**src/rtl/mult_sequencer_pkg.sv**
```systemverilog
//==============================================================================
// Module      : mult_sequencer_pkg
// Description : Mode encodings and FSM state type for the iterative multiplier.
// Revision    : 1.0 - initial release
//==============================================================================
`default_nettype none
`timescale 1ns/1ps

package mult_sequencer_pkg;

  localparam logic [1:0] MULT_MODE_LO  = 2'b00;
  localparam logic [1:0] MULT_MODE_UHI = 2'b01;
  localparam logic [1:0] MULT_MODE_SHI = 2'b10;

  typedef enum logic [1:0] {
    MULT_ST_IDLE = 2'b00,
    MULT_ST_BUSY = 2'b01,
    MULT_ST_DONE = 2'b10
  } mult_state_e;

endpackage

`default_nettype wire

```
**src/rtl/mult_step.sv**
```systemverilog
//==============================================================================
// Module      : mult_step
// Description : One shift-add iteration over the {hi,lo} product register.
// Revision    : 1.0 - initial release
//==============================================================================
`default_nettype none
`timescale 1ns/1ps

module mult_step #(
  parameter int WIDTH = 64
) (
  input  logic [WIDTH-1:0] hi_i,
  input  logic [WIDTH-1:0] lo_i,
  input  logic [WIDTH-1:0] mcand_i,
  output logic [WIDTH-1:0] hi_o,
  output logic [WIDTH-1:0] lo_o
);

  logic [WIDTH:0] w_sum;

  always_comb begin
    w_sum = {1'b0, hi_i} + (lo_i[0] ? {1'b0, mcand_i} : '0);
    // Carry-out of the add lands in the top of hi after the right shift.
    hi_o  = w_sum[WIDTH:1];
    lo_o  = {w_sum[0], lo_i[WIDTH-1:1]};
  end

endmodule

`default_nettype wire

```
**src/rtl/mult_sequencer.sv**
```systemverilog
//==============================================================================
// Module      : mult_sequencer
// Description : WIDTH-cycle shift-add multiplier serving MUL, UMULH and SMULH.
// Revision    : 1.0 - initial release
//==============================================================================
`default_nettype none
`timescale 1ns/1ps

module mult_sequencer
  import mult_sequencer_pkg::*;
#(
  parameter int WIDTH = 64
) (
  input  logic             clk,
  input  logic             reset,
  input  logic             start,
  input  logic [1:0]       mode,
  input  logic [WIDTH-1:0] op_a,
  input  logic [WIDTH-1:0] op_b,
  output logic             busy,
  output logic             done,
  output logic [WIDTH-1:0] result
);

  localparam int                CW        = (WIDTH > 1) ? $clog2(WIDTH) : 1;
  localparam logic [CW-1:0]     LAST_STEP = CW'(WIDTH - 1);
  localparam logic [WIDTH-1:0]  ONE_W     = {{(WIDTH-1){1'b0}}, 1'b1};
  localparam logic [2*WIDTH-1:0] ONE_2W   = {{(2*WIDTH-1){1'b0}}, 1'b1};

  mult_state_e      state_q,  state_d;
  logic [WIDTH-1:0] hi_q,     hi_d;
  logic [WIDTH-1:0] lo_q,     lo_d;
  logic [WIDTH-1:0] mcand_q,  mcand_d;
  logic [CW-1:0]    count_q,  count_d;
  logic [1:0]       mode_q,   mode_d;
  logic             sign_q,   sign_d;
  logic [WIDTH-1:0] result_q, result_d;

  logic             w_signed_req;
  logic [WIDTH-1:0] w_mag_a;
  logic [WIDTH-1:0] w_mag_b;
  logic [WIDTH-1:0] w_step_hi;
  logic [WIDTH-1:0] w_step_lo;
  logic [2*WIDTH-1:0] w_prod;
  logic [2*WIDTH-1:0] w_prod_fix;

  mult_step #(.WIDTH(WIDTH)) u_step (
    .hi_i    (hi_q),
    .lo_i    (lo_q),
    .mcand_i (mcand_q),
    .hi_o    (w_step_hi),
    .lo_o    (w_step_lo)
  );

  // The signed minimum maps to 2^(WIDTH-1), which fits as an unsigned magnitude.
  assign w_signed_req = (mode == MULT_MODE_SHI);
  assign w_mag_a      = (w_signed_req && op_a[WIDTH-1]) ? (~op_a + ONE_W) : op_a;
  assign w_mag_b      = (w_signed_req && op_b[WIDTH-1]) ? (~op_b + ONE_W) : op_b;
  assign w_prod       = {w_step_hi, w_step_lo};
  assign w_prod_fix   = sign_q ? (~w_prod + ONE_2W) : w_prod;

  always_ff @(posedge clk) begin
    if (reset) begin
      state_q  <= MULT_ST_IDLE;
      hi_q     <= '0;
      lo_q     <= '0;
      mcand_q  <= '0;
      count_q  <= '0;
      mode_q   <= '0;
      sign_q   <= 1'b0;
      result_q <= '0;
    end else begin
      state_q  <= state_d;
      hi_q     <= hi_d;
      lo_q     <= lo_d;
      mcand_q  <= mcand_d;
      count_q  <= count_d;
      mode_q   <= mode_d;
      sign_q   <= sign_d;
      result_q <= result_d;
    end
  end

  always_comb begin
    state_d  = state_q;
    hi_d     = hi_q;
    lo_d     = lo_q;
    mcand_d  = mcand_q;
    count_d  = count_q;
    mode_d   = mode_q;
    sign_d   = sign_q;
    result_d = result_q;
    busy     = 1'b0;
    done     = 1'b0;

    unique case (state_q)
      MULT_ST_IDLE: begin
        if (start) begin
          mode_d  = mode;
          sign_d  = w_signed_req & (op_a[WIDTH-1] ^ op_b[WIDTH-1]);
          hi_d    = '0;
          lo_d    = w_mag_b;
          mcand_d = w_mag_a;
          count_d = '0;
          state_d = MULT_ST_BUSY;
        end
      end
      MULT_ST_BUSY: begin
        busy    = 1'b1;
        hi_d    = w_step_hi;
        lo_d    = w_step_lo;
        count_d = count_q + 1'b1;
        if (count_q == LAST_STEP) begin
          unique case (mode_q)
            MULT_MODE_UHI,
            MULT_MODE_SHI: result_d = w_prod_fix[2*WIDTH-1:WIDTH];
            default:       result_d = w_prod_fix[WIDTH-1:0];
          endcase
          state_d = MULT_ST_DONE;
        end
      end
      MULT_ST_DONE: begin
        busy    = 1'b1;
        done    = 1'b1;
        state_d = MULT_ST_IDLE;
      end
      default: state_d = MULT_ST_IDLE;
    endcase
  end

  assign result = result_q;

endmodule

`default_nettype wire

```
**config.mk**
```make
export PLATFORM = sky130hd
export DESIGN_NAME = mult_sequencer
export DESIGN_NICKNAME = d
export VERILOG_FILES = /design/src/rtl/mult_sequencer_pkg.sv /design/src/rtl/mult_step.sv /design/src/rtl/mult_sequencer.sv
export SDC_FILE = /design/constraint.sdc
export NUM_CORES = 1
export LEC_CHECK = 0
export CAP_MARGIN = 10
export CELL_PAD_IN_SITES_DETAIL_PLACEMENT = 0
export CELL_PAD_IN_SITES_GLOBAL_PLACEMENT = 1
export CORE_MARGIN = 2
export CORE_UTILIZATION = 35
export DETAILED_ROUTE_END_ITERATION = 10
export HOLD_SLACK_MARGIN = 0.1
export PLACE_DENSITY = 0.71
export SLEW_MARGIN = 30
export SYNTH_ARGS = -nofsm -noshare
export SYNTH_HDL_FRONTEND = slang
export SYNTH_HIERARCHICAL = 1
export SYNTH_SLANG_ARGS = --single-unit
```
**constraint.sdc**
```tcl
create_clock -name clk -period 7.5 [get_ports clk]
set_input_delay 1.5 -clock clk [delete_from_list [all_inputs] [get_ports clk]]
set_output_delay 1.5 -clock clk [all_outputs]
set_load 0.005 [all_outputs]
```
# == Word level (Yosys, flattened, before mapping) ==
# Cells that the tools add are included.
# word_totals
inputBits,133
elab_cells,52
ff_bits,267
out_inout_bits,66
# classes
reduce_logical,10
n_mux,16
addsub,5
n_bitwise,5
eq_ne,8
# op_table
cell,n
$mux W64,6
$pmux W64 S2,2
$add A128 B1 Y128 const B,1
$add A64 B1 Y64 const B,2
$mux W128,1
$not A128 Y128,1
$not A64 Y64,2
$add A64 B65 Y65,1
$pmux W6 S2,1
$reduce_and A2 Y1,4
$add A6 B1 Y6 const B,1
$eq A2 B2 Y1 const B,3
$eq A6 B6 Y1 const B,1
$mux W6,1
$eq A2 B1 Y1 const B,2
$mux W2,2
$ne A2 B2 Y1 const B,2
$pmux W2 S2,1
$reduce_or A2 Y1,2
$logic_and A1 B1 Y1,2
$logic_not A2 Y1,1
$mux W1,2
$reduce_bool A2 Y1,1
$and A1 B1 Y1,1
$xor A1 B1 Y1,1

# == Depth between registers and ports, before layout ==
# logic_depth
ltp_word,6
mapped_depth,23
mapped_depth_nobuf,21

# == By module ==
# The synthesis kept the hierarchy.
# by_module_without_submodules
mod,seq_area_each_um2,cells_per_inst,n_inst,area_each_um2
mult_sequencer,5345.1,2317,1,17270.3
mult_step,0.0,646,1,4409.2

# == Worst setup path after synthesis ==
# Ideal clock, no wire load.
# synth_timing
kind,reg2reg
from,reg lo_q[0]
to,"reg result_q[56], in the netlist result[56]"
slack_ns,2.272
synth_period_minus_slack_ns,5.228
path_buffers,2
path_stages_with_launch,23
setup_ns,0.087
arrival_ns,5.140
required_ns,7.413
cell_sequence,dfxtp_1 -> clkbuf_1 -> and2_1 -> ha_1 -> a21oi_2 -> nand2_1 -> a31oi_1 -> o21ai_1 -> a31oi_1 -> o21a_1 -> o311ai_0 -> a211oi_1 -> nor3_1 -> nor2_1 -> xnor2_1 -> clkbuf_1 -> or4_1 -> nor3_1 -> nand4_1 -> or4_1 -> and3_1 -> o31a_1 -> o31ai_1
# synth_via
elab_chain_len,6
# synth_rtl
element,line,source
start: declaration,mult_sequencer.sv:32,"logic [WIDTH-1:0] lo_q, lo_d;"
start signal: assignment,mult_sequencer.sv:75,lo_q <= lo_d;
$mux W64,mult_step.sv:22,"w_sum = {1'b0, hi_i} + (lo_i[0] ? {1'b0, mcand_i} : '0);"
$add A64 B65 Y65,mult_step.sv:22,
via w_step_hi[24],mult_sequencer.sv:42,logic [WIDTH-1:0] w_step_hi;
$not A128 Y128,mult_sequencer.sv:60,assign w_prod_fix = sign_q ? (~w_prod + ONE_2W) : w_prod;
$add A128 B1 Y128,mult_sequencer.sv:60,
$mux W128,mult_sequencer.sv:60,
$mux W64,mult_sequencer.sv:114,unique case (mode_q)
end signal: assignment,mult_sequencer.sv:80,result_q <= result_d;
end: declaration,mult_sequencer.sv:37,"logic [WIDTH-1:0] result_q, result_d;"
# The timed path passes the listed nets, and every way through them passes these cells.
# A chain may end at the register's enable or synchronous reset.

# == Final worst setup path ==
# layout_timing
from,reg lo_q[0]
to,"reg result_q[50], in the netlist result[50]"
# Same word-level chain as after synthesis.

==> impl_metrics.json <==
{
  "outcome": "finished, final reports clean",
  "grt_pass1_wl_mm": 141.2,
  "wirelength_mm": 94.31,
  "synth_edf_count": 0,
  "timing.final.crit_share_pct": 85.82,
  "worstPathArrival_ns": 6.95,
  "power.share.switching_pct": 35.83,
  "setup-tns-final_ns": 0,
  "switchingPower_mw": 1.671,
  "path_class": "register to register",
  "pwr-share-clk_pct": 39.7,
  "p_leak_nw": 9.253,
  "path_max_fanout": 40,
  "endpoint_kind": "register",
  "portBuffers": 198,
  "cts_tree": "done",
  "avgViaCountPerCell": 6.180,
  "antenna_found_initial": 2,
  "synthToLayoutAreaGrowth_pct": 16.48,
  "routedWlPerCell_um": 24.73,
  "die_height_um": 252.9,
  "grt.total_usage_pct": 28.75,
  "p_comb_share_pct": 25.8,
  "clk_pin_slew_worst_paths_ns": 0.06,
  "fmax_mhz": 155.4,
  "drc": 0,
  "core_um2": 61480,
  "finalClockSkew_ns": 0.03580,
  "final_common_cell": "nand2_1",
  "seq_area_frac_synth_pct": 24.66,
  "rsz0062_at_grt": "no",
  "vias": 23570,
  "start_util_pct": 35.26,
  "drive_gt1_share_pct": 6.351,
  "htree_num_levels": 2,
  "hold_violations": 0,
  "drtIter0Drc": 2283,
  "ant_nets": 0,
  "synthFlopType": "dfxtp_1",
  "grt_overflow": 0,
  "clock_latency_ns": 0.58,
  "cts.sinks": 267,
  "powerDensity_nw_per_um2": 184.6,
  "first_pass_iters": 6,
  "critPathLaunchType": "register",
  "layout.nets": 3200,
  "finalCriticalPeriod_ns": 6.436,
  "cts_resized": 0,
  "placementRows": 91,
  "cts_hold_buf": 0,
  "yosysUniqueCellTypes": 97,
  "crit_required_ns": 8.01,
  "fp.dieW_um": 252.9,
  "cts-root-buf": "clkbuf_16",
  "grt_pass1_vias": 22180,
  "slew_viol_final": 0,
  "fin_cells": 3814,
  "slew_headroom_pct": 32.56,
  "maxCapViolations": 0,
  "placed_cells": 3747,
  "worst_slew_pin_slew_ns": 1.008,
  "finalInstanceArea_um2": 25250,
  "cts_max_path_buffers": 3,
  "ys_seq_elements": 267,
  "synth_warnings": 6,
  "layout.cells.most_common_list": "nand2_1, nor2_1, dfxtp_1",
  "syn_avg_cell_area_um2": 7.317,
  "pwr-share-seq_pct": 34.5,
  "synth_top_area_share_pct": 24.66,
  "ir_drop_mv": 0.1186,
  "yosysTopAreaCell": "dfxtp_1",
  "grt_max_degree": 82,
  "dpl.hpwl_mm": 72.14,
  "setup_viol": 0,
  "ioPinCount": 199,
  "syn_nets": 3168,
  "die-area_um2": 63950,
  "p_int_mw": 2.992,
  "post-cts-setup-buffers": 0,
  "synthArstFlopShare_pct": 0,
  "synthesis.area_um2": 21680,
  "place_congestion": 0.9695,
  "cts_buffers": 36,
  "post_dp_cell_area_um2": 23970,
  "synth_cells": 2963,
  "synthTopCellsByArea": "dfxtp_1, nand2_1, nor2_1, xnor2_1, a21oi_1",
  "hp-class": "register to register"
}
## cell usage after synthesis, drive strengths merged, types with 25 or more instances
master / number
nand2: 300
or4: 54
or3: 63
nor4: 62
o41ai: 25
inv: 40
a211oi: 53
clkbuf: 182
buf: 87
a21o: 37
a22oi: 73
a31oi: 46
mux2i: 32
nand4: 53
nand3: 80
a21oi: 202
and2: 79
xor2: 105
xnor2: 117
o31ai: 38
o21ai: 217
nor3: 100
nor2: 289
dfxtp: 267
ha: 71
## critical path, stage by stage, from the launching register on
cell and delay [ns]:
dfxtp_1 0.31, buf_4 0.30, and2_1 0.20, ha_1 0.29, a21oi_2 0.21, nand2_1 0.07, a31oi_1 0.30, o21ai_1 0.23
a31oi_1 0.36, o21a_1 0.20, o311ai_0 0.19, a211oi_1 0.44, nor3_1 0.13, a211oi_1 0.29, xnor2_1 0.33, nor4_1 0.56
and2_0 0.60, nand3_1 0.22, nor2_1 0.40, a21oi_1 0.14, a2111oi_0 0.43, a22o_1 0.18
## area by class of cell
| class | instances | area (um^2) |
|---|---|---|
| clock inverter | 19 | 235.2 |
| timing repair buffer | 263 | 2484 |
| fill | 6467 | 36230 |
| multi-input combinational | 2386 | 15020 |
| inverter | 41 | 153.9 |
| tap | 790 | 988.4 |
| sequential | 267 | 5349 |
| antenna | 1 | 2.502 |
| clock buffer | 47 | 1022 |
## power groups by stage
stage | clock, mW | sequential (mW) | combinational, mW
floorplan | 0 | 1.55 | 0.808
global placement | 0 | 1.63 | 1.16
detailed placement | 0 | 1.64 | 1.16
CTS | 1.89 | 1.61 | 1.17
global route | 1.94 | 1.62 | 1.29
finish | 1.85 | 1.61 | 1.20
## stage by stage
stage / hold slack, ns / util, % / power, mW / setup WS [ns]
2_1_floorplan: 0.4174 / - / 2.357 / 2.272
3_3_place_gp: 0.4347 / 38.98 / 2.793 / 1.260
3_5_place_dp: 0.4382 / 38.99 / 2.801 / 1.231
4_1_cts: 0.4518 / 41.03 / 4.661 / 1.189
5_1_grt: 0.4620 / 41.07 / 4.839 / 0.6039
6_report: 0.4447 / 41.07 / 4.662 / 1.064
## path summary, 6_finish.rpt
check / start / slack [ns] / cells after the start / endpoint
max: lo_q[0] / 1.06 / 21 / result[50]
min: mcand_q[48] / 0.44 / 2 / mcand_q[48]
max reg2reg: lo_q[0] / 1.06 / 21 / result[50]
min reg2reg: mcand_q[48] / 0.44 / 2 / mcand_q[48]
## kinds of logic after synthesis
kind of cell	synth area share [%]
buffers and inverters	6.487
adder cells (fa/ha/maj)	4.190
flip-flops	24.66
AO/OA/AOI/OAI	26.61
AND/OR/NAND/NOR	27.56
multiplexers	1.529
XOR/XNOR	8.969
## registers in the layout, indices dropped and copies added (netlist names)
register	cells
mcand_q	64
lo_q	64
mode_q	2
hi_q	64
sign_q	1
state_q	2
count_q	6
result	64
## per-layer routing
| layer | GRT usage, % | wire [um] |
|---|---|---|
| met3 | 4.636 | 7442 |
| met2 | 44.32 | 41240 |
| met1 | 40.66 | 42530 |
| met5 | 0 | 13 |
| met4 | 9.315 | 3086 |
(Power assumes the default switching activity.)
